==> src/rtl/cia_pipe_adder_if.sv <==
// ============================================================================
// Module   : cia_pipe_adder_if
// Brief    : Input/output valid-ready bus for the pipelined carry-increment adder.
// Revision : 1.0
// ============================================================================
`default_nettype none

interface cia_pipe_adder_if #(
  parameter int N = 16
);
  logic         in_valid;
  logic         in_ready;
  logic [N-1:0] a;
  logic [N-1:0] b;
  logic         cin;
  logic         out_valid;
  logic         out_ready;
  logic [N-1:0] sum;
  logic         cout;

  modport master (
    output in_valid, a, b, cin, out_ready,
    input  in_ready, out_valid, sum, cout
  );

  modport slave (
    input  in_valid, a, b, cin, out_ready,
    output in_ready, out_valid, sum, cout
  );
endinterface

`default_nettype wire

==> src/rtl/cia_pipe_adder.sv <==
// ============================================================================
// Module   : cia_pipe_adder
// Brief    : Two-stage carry-increment adder: group sums, then gray-cell carry.
// Revision : 1.0
// ============================================================================
`default_nettype none

module cia_pipe_adder #(
  parameter int N = 16,
  parameter int V = 4
) (
  input  logic              clk,
  input  logic              rst_n,
  cia_pipe_adder_if.slave   bus
);
  localparam int M = N / V;

  generate
    if (((N % V) != 0) || (V < 2)) begin : g_param_check
      $error("cia_pipe_adder: N must be a multiple of V and V must be >= 2");
    end
  endgenerate

  logic         s1_valid_q, s1_valid_d;
  logic [N-1:0] s0_q, s0_d;
  logic [M-1:0] g_q, g_d;
  logic [M-1:0] p_q, p_d;
  logic         cin_q, cin_d;
  logic         out_valid_q, out_valid_d;
  logic [N-1:0] sum_q, sum_d;
  logic         cout_q, cout_d;

  logic         w_s2_free;
  logic         w_s2_adv;
  logic         w_in_ready;
  logic         w_in_fire;
  logic [N-1:0] w_s0;
  logic [M-1:0] w_g;
  logic [M-1:0] w_p;
  logic [N-1:0] w_sum;
  logic         w_cout;

  // Per-group local add with carry-in 0; the extra MSB is the group generate.
  generate
    for (genvar k = 0; k < M; k++) begin : g_group
      logic [V:0] w_add;
      assign w_add            = {1'b0, bus.a[k*V +: V]} + {1'b0, bus.b[k*V +: V]};
      assign w_s0[k*V +: V]   = w_add[V-1:0];
      assign w_g[k]           = w_add[V];
      assign w_p[k]           = &(bus.a[k*V +: V] ^ bus.b[k*V +: V]);
    end
  endgenerate

  always_comb begin
    w_s2_free  = !out_valid_q | bus.out_ready;
    w_s2_adv   = s1_valid_q & w_s2_free;
    w_in_ready = !s1_valid_q | w_s2_free;
    w_in_fire  = bus.in_valid & w_in_ready;
  end

  always_comb begin
    s1_valid_d = w_in_fire | (s1_valid_q & !w_s2_adv);
    s0_d       = s0_q;
    g_d        = g_q;
    p_d        = p_q;
    cin_d      = cin_q;
    if (w_in_fire) begin
      s0_d  = w_s0;
      g_d   = w_g;
      p_d   = w_p;
      cin_d = bus.cin;
    end
  end

  // Ripple gray-cell chain; each group's local sum is bumped by its carry-in.
  always_comb begin : p_stage2
    logic carry;
    w_sum = '0;
    carry = cin_q;
    for (int k = 0; k < M; k++) begin
      w_sum[k*V +: V] = s0_q[k*V +: V] + {{(V-1){1'b0}}, carry};
      carry           = g_q[k] | (p_q[k] & carry);
    end
    w_cout = carry;
  end

  always_comb begin
    out_valid_d = w_s2_adv | (out_valid_q & !bus.out_ready);
    sum_d       = sum_q;
    cout_d      = cout_q;
    if (w_s2_adv) begin
      sum_d  = w_sum;
      cout_d = w_cout;
    end
  end

  always_ff @(posedge clk or negedge rst_n) begin
    if (!rst_n) begin
      s1_valid_q  <= 1'b0;
      s0_q        <= '0;
      g_q         <= '0;
      p_q         <= '0;
      cin_q       <= 1'b0;
      out_valid_q <= 1'b0;
      sum_q       <= '0;
      cout_q      <= 1'b0;
    end else begin
      s1_valid_q  <= s1_valid_d;
      s0_q        <= s0_d;
      g_q         <= g_d;
      p_q         <= p_d;
      cin_q       <= cin_d;
      out_valid_q <= out_valid_d;
      sum_q       <= sum_d;
      cout_q      <= cout_d;
    end
  end

  assign bus.in_ready  = w_in_ready;
  assign bus.out_valid = out_valid_q;
  assign bus.sum       = sum_q;
  assign bus.cout      = cout_q;

endmodule

`default_nettype wire

==> src/flat_wrapper.sv <==
// flat-port wrapper written by rule: the top's interface ports become plain ports
module cia_pipe_adder_flat 
#(
  parameter int N = 16,
  parameter int V = 4
)
  (clk, rst_n, bus_in_valid, bus_a, bus_b, bus_cin, bus_out_ready, bus_in_ready, bus_out_valid, bus_sum, bus_cout);
  cia_pipe_adder_if #(.N(N)) bus_i ();
  input  logic clk;
  input  logic rst_n;
  input wire logic [$bits(bus_i.in_valid)-1:0] bus_in_valid;
  input wire logic [$bits(bus_i.a)-1:0] bus_a;
  input wire logic [$bits(bus_i.b)-1:0] bus_b;
  input wire logic [$bits(bus_i.cin)-1:0] bus_cin;
  input wire logic [$bits(bus_i.out_ready)-1:0] bus_out_ready;
  output wire logic [$bits(bus_i.in_ready)-1:0] bus_in_ready;
  output wire logic [$bits(bus_i.out_valid)-1:0] bus_out_valid;
  output wire logic [$bits(bus_i.sum)-1:0] bus_sum;
  output wire logic [$bits(bus_i.cout)-1:0] bus_cout;
  assign bus_i.in_valid = bus_in_valid;
  assign bus_i.a = bus_a;
  assign bus_i.b = bus_b;
  assign bus_i.cin = bus_cin;
  assign bus_i.out_ready = bus_out_ready;
  assign bus_in_ready = bus_i.in_ready;
  assign bus_out_valid = bus_i.out_valid;
  assign bus_sum = bus_i.sum;
  assign bus_cout = bus_i.cout;
  cia_pipe_adder #(.N(N), .V(V)) u_core (.clk(clk), .rst_n(rst_n), .bus(bus_i));
endmodule
==> config.mk <==
export PLATFORM = sky130hd
export DESIGN_NAME = cia_pipe_adder_flat
export DESIGN_NICKNAME = d
export VERILOG_FILES = /design/src/rtl/cia_pipe_adder_if.sv /design/src/rtl/cia_pipe_adder.sv /design/src/flat_wrapper.sv
export SDC_FILE = /design/constraint.sdc
export NUM_CORES = 1
export LEC_CHECK = 0
export ABC_AREA = 0
export ABC_CLOCK_PERIOD_IN_PS = 3400
export CORE_MARGIN = 5
export CORE_UTILIZATION = 53
export DETAILED_ROUTE_END_ITERATION = 10
export GPL_ROUTABILITY_DRIVEN = 1
export HOLD_SLACK_MARGIN = 0.1
export PLACE_DENSITY = 0.95
export REMOVE_ABC_BUFFERS = 1
export SYNTH_ARGS = -nofsm -noshare
export SYNTH_HDL_FRONTEND = slang
export SYNTH_SLANG_ARGS = --single-unit
==> constraint.sdc <==
create_clock -name clk -period 3.4 [get_ports clk]
set_clock_uncertainty 0.05 [all_clocks]
set_input_delay 0.68 -clock clk [delete_from_list [all_inputs] [get_ports clk]]
set_output_delay 0.68 -clock clk [all_outputs]
set_load 0.03 [all_outputs]
==> metrics.md <==
| Metric | Value |
|---|---|
| Outcome | completed |
| First-pass GRT wire length | 7.576 mm |
| Top FF cell, synth | dfrtp_1 |
| CTS H-Tree Depth | 2 |
| I/O Pins | 56 |
| N_diodes | 0 |
| Die Area | 5920 um2 |
| CTS tree | done |
| Final hold slack | 0.4394 ns |
| Max transition margin | 38.15% |
| Compound-cell area share of the yosys netlist | 11.12% |
| Clk Tree Root Cell | clkbuf_8 |
| Crit path required time | 2.67 ns |
| Post-Synthesis Cells | 203 |
| Post-cts sizing count | 0 |
| Row Count | 24 |
| Reg2Reg Depth | 6 |
| Vias | 1665 |
| Worst Max-Slew Pin Slew | 0.9278 ns |
| Setup-failing EPs final | 0 |
| Largest family of logic cells by synthesized area | adder cells |
| Sequential Power Share | 41.6% |
| Post-synthesis adder-cell area fraction | 16.02% |
| Final Hold Fails | 0 |
| R2R Setup Slk | 1.45 ns |
| Clock sinks | 44 |
| Initial antenna violation count | 0 |
| Vias in the first global route | 1738 |
| Core ar. | 4354 um2 |
| Most area-hungry cell type in the Yosys netlist | dfrtp_1 |
| Synth Area in XOR/XNOR | 5.901% |
| Post-synth ARST share | 100.0% |
| Setup TNS Final | 0 ns |
| Largest net degree at the start of global routing | 45 |
| Leak | 1.419 nW |
| Synth cell types | 26 |
| Detailed placer's ending HPWL | 3.575 mm |
| Clock Power Share | 18.9% |
| Die Y | 76.94 um |
| Routed Antenna Nets | 0 |
| Drt via density | 5.337 |
| Ys Warns | 0 |
| CTS clk-pin slew, worst paths | 0.08 ns |
| Max Fclk | 363.6 MHz |
| Gr usage total | 15.91% |
| Post-CTS setup buffer count | 0 |
| Synth Area in Simple Gates | 9.009% |
| Nature of the critical path endpoint | output pin |
| Largest cells by area after synthesis | dfrtp_1 46%, ha_1 13%, mux2_4 5.7%, o21ai_0 5.1%, nand2_1 4.3% |
| Tightest Hold Check Type | reg -> reg |
| Wire length per cell | 14.34 um |
| Synth Area per Inst | 11.70 um2 |
| Reg2reg start | u_core.cin_q$_DFFE_PN0P_ |
| Period minus WS final | 2.751 ns |
| RSZ-0062 raised after global routing | false |
| #FFs+latches synth | 44 |
| Routability cong. | 0.7577 |
| Worst Hold Launch | u_core.bus.sum[7]$_DFFE_PN0P_ |
| Die width | 76.94 um |
| Worst Hold Depth | 2 |
| Max FO, Critical Path | 3 |
| TritonRoute pass-1 iters | 4 |
| Peak VDD IR | 0.0002563 V |
| Internal | 0.001171 W |
| Mux contribution to synthesized area | 9.009% |
| Worst Setup Path Type | in -> out |
| Layout cells sized above 1 | 11.54% |
| Initial DRC Count | 39 |
| Wirelength, routed | 4.473 mm |
| Area share of the largest cell type after synthesis | 46.36% |
| Tcrit/Tclk final | 80.90% |
| Worst Path Arrival | 2.02 ns |
| Max Root-Sink Buffers | 2 |
| Startpoint types | input pin |
| Input/output buffers | 55 |
| Sw Pwr | 0.0006100 W |
| Power Density | 586.7 nW/um2 |
| Number of flops mapped to enable cells by yosys | 0 |
| Area grow syn2layout | 27.82% |
| Reg2reg end | u_core.bus.sum[13]$_DFFE_PN0P_ |
| DRC | 0 |
| Final max-slew violation count | 0 |
| Seq/Total Area, Yosys | 46.36% |
| Most common cell in the synthesized netlist | dfrtp_1 |
| Clock latency on the worst-skew pair | 0.30 ns |
| Switch share | 34.26% |
| GR Overflow Total | 0 |
| Mapped Area | 2375 um2 |
| Min-Delay Endpoint | u_core.bus.sum[7]$_DFFE_PN0P_ |
| Fin nets | 324 |
| Top cells by count, synth | 44 x dfrtp_1, 27 x nand2_1, 24 x ha_1, 24 x o21ai_0, 11 x a21o_1 |
| CTS buffer count | 5 |
| Cts hold-fix bufs | 0 |
| Starting Density | 54.54% |
| # Max-Cap Violations | 0 |
| Comb power frac | 39.5% |
-- worst max-delay path by stage --
stage / startpoint / end / slack, ns
6_report: bus_out_ready / bus_in_ready / 0.65
4_1_cts: bus_out_ready / bus_in_ready / 0.64
3_5_place_dp: bus_out_ready / bus_in_ready / 0.64
5_1_grt: bus_out_ready / bus_in_ready / 0.60
3_3_place_gp: bus_out_ready / bus_in_ready / 0.69
2_1_floorplan: bus_out_ready / u_core.s0_q[0]$_DFFE_PN0P_ / 1.49
-- critical path, stage by stage --
cell	delay (ns)
clkdlybuf4s50_1	0.49
nand3b_2	0.17
clkdlybuf4s50_1	0.68
-- cell type report --
type | count | area [um2]
fillers | 331 | 1319
clock inverters | 2 | 10.01
flip-flops and latches | 44 | 1101
multi-input cells | 148 | 1212
inverters | 5 | 18.77
clock buffers | 6 | 82.58
well taps | 52 | 65.06
repair buffers | 55 | 545.5
-- per-stage QoR --
step	cell area, um2	utilization, %	cells	total power (W)	setup slack (ns)
3_5_place_dp	2943	67.59	304	0.001467	0.6375
3_3_place_gp	2943	67.59	304	0.001435	0.6858
2_1_floorplan	2332	-	197	0.001169	1.494
4_1_cts	3035	69.71	312	0.001801	0.6366
5_1_grt	3035	69.71	312	0.001885	0.6005
6_report	3035	69.71	312	0.001781	0.6495
-- kinds of logic after synthesis --
group,count (synthesis)
simple gates,42
flops,44
fa+ha+maj,28
buf+inv,11
compound gates,46
xor+xnor,16
mux,16
-- per-layer routing --
metal / vias up / part of all wire (%) / global-route usage, %
met5: - / 0 / 0
met3: 5 / 5.4 / 3.981
li1: 822 / - / -
met1: 801 / 41 / 18.25
met4: 0 / 0.98 / 6.469
met2: 37 / 53 / 28.01
-- state kept, by name, summed over array words and instances (netlist names) --
register / cells
u_core.cin_q: 1
u_core.s1_valid_q: 1
u_core.bus.cout: 1
u_core.s0_q: 16
u_core.g_q: 4
u_core.bus.out_valid: 1
u_core.bus.sum: 16
u_core.p_q: 4
-- power by group through the flow --
| stage | clock network (W) | registers (W) | logic [W] |
|---|---|---|---|
| floorplan | 0 | 0.000901 | 0.000268 |
| global placement | 0 | 0.000745 | 0.000690 |
| detailed placement | 0 | 0.000755 | 0.000712 |
| CTS | 0.000342 | 0.000744 | 0.000716 |
| global route | 0.000363 | 0.000761 | 0.000761 |
| finish | 0.000336 | 0.000741 | 0.000704 |
-- layout by cell type (no fill, tap or decap) --
master           synthesis  routed
a31o_2                   1       1
fa_1                     4       4
dfrtp_1                 44      44
clkinv_2                 0       2
and2_4                   1       1
a21o_1                  11      11
nand2_4                  1       1
inv_1                    5       5
xnor2_1                  7       7
a21oi_1                  9       9
a211oi_1                 1       1
nand2_1                 27      27
mux2_2                   7       7
clkdlybuf4s50_1          0      54
buf_2                    3       1
nand2b_4                 1       1
nand2b_1                 1       1
xor2_1                   9       9
clkbuf_8                 0       6
nand4_1                  4       4
nand3_1                  4       4
nand3b_2                 1       1
o21ai_0                 24      24
nand4b_1                 1       1
ha_1                    24      24
or2b_1                   1       1
mux2_4                   9       9
(Power assumes the default switching activity.)
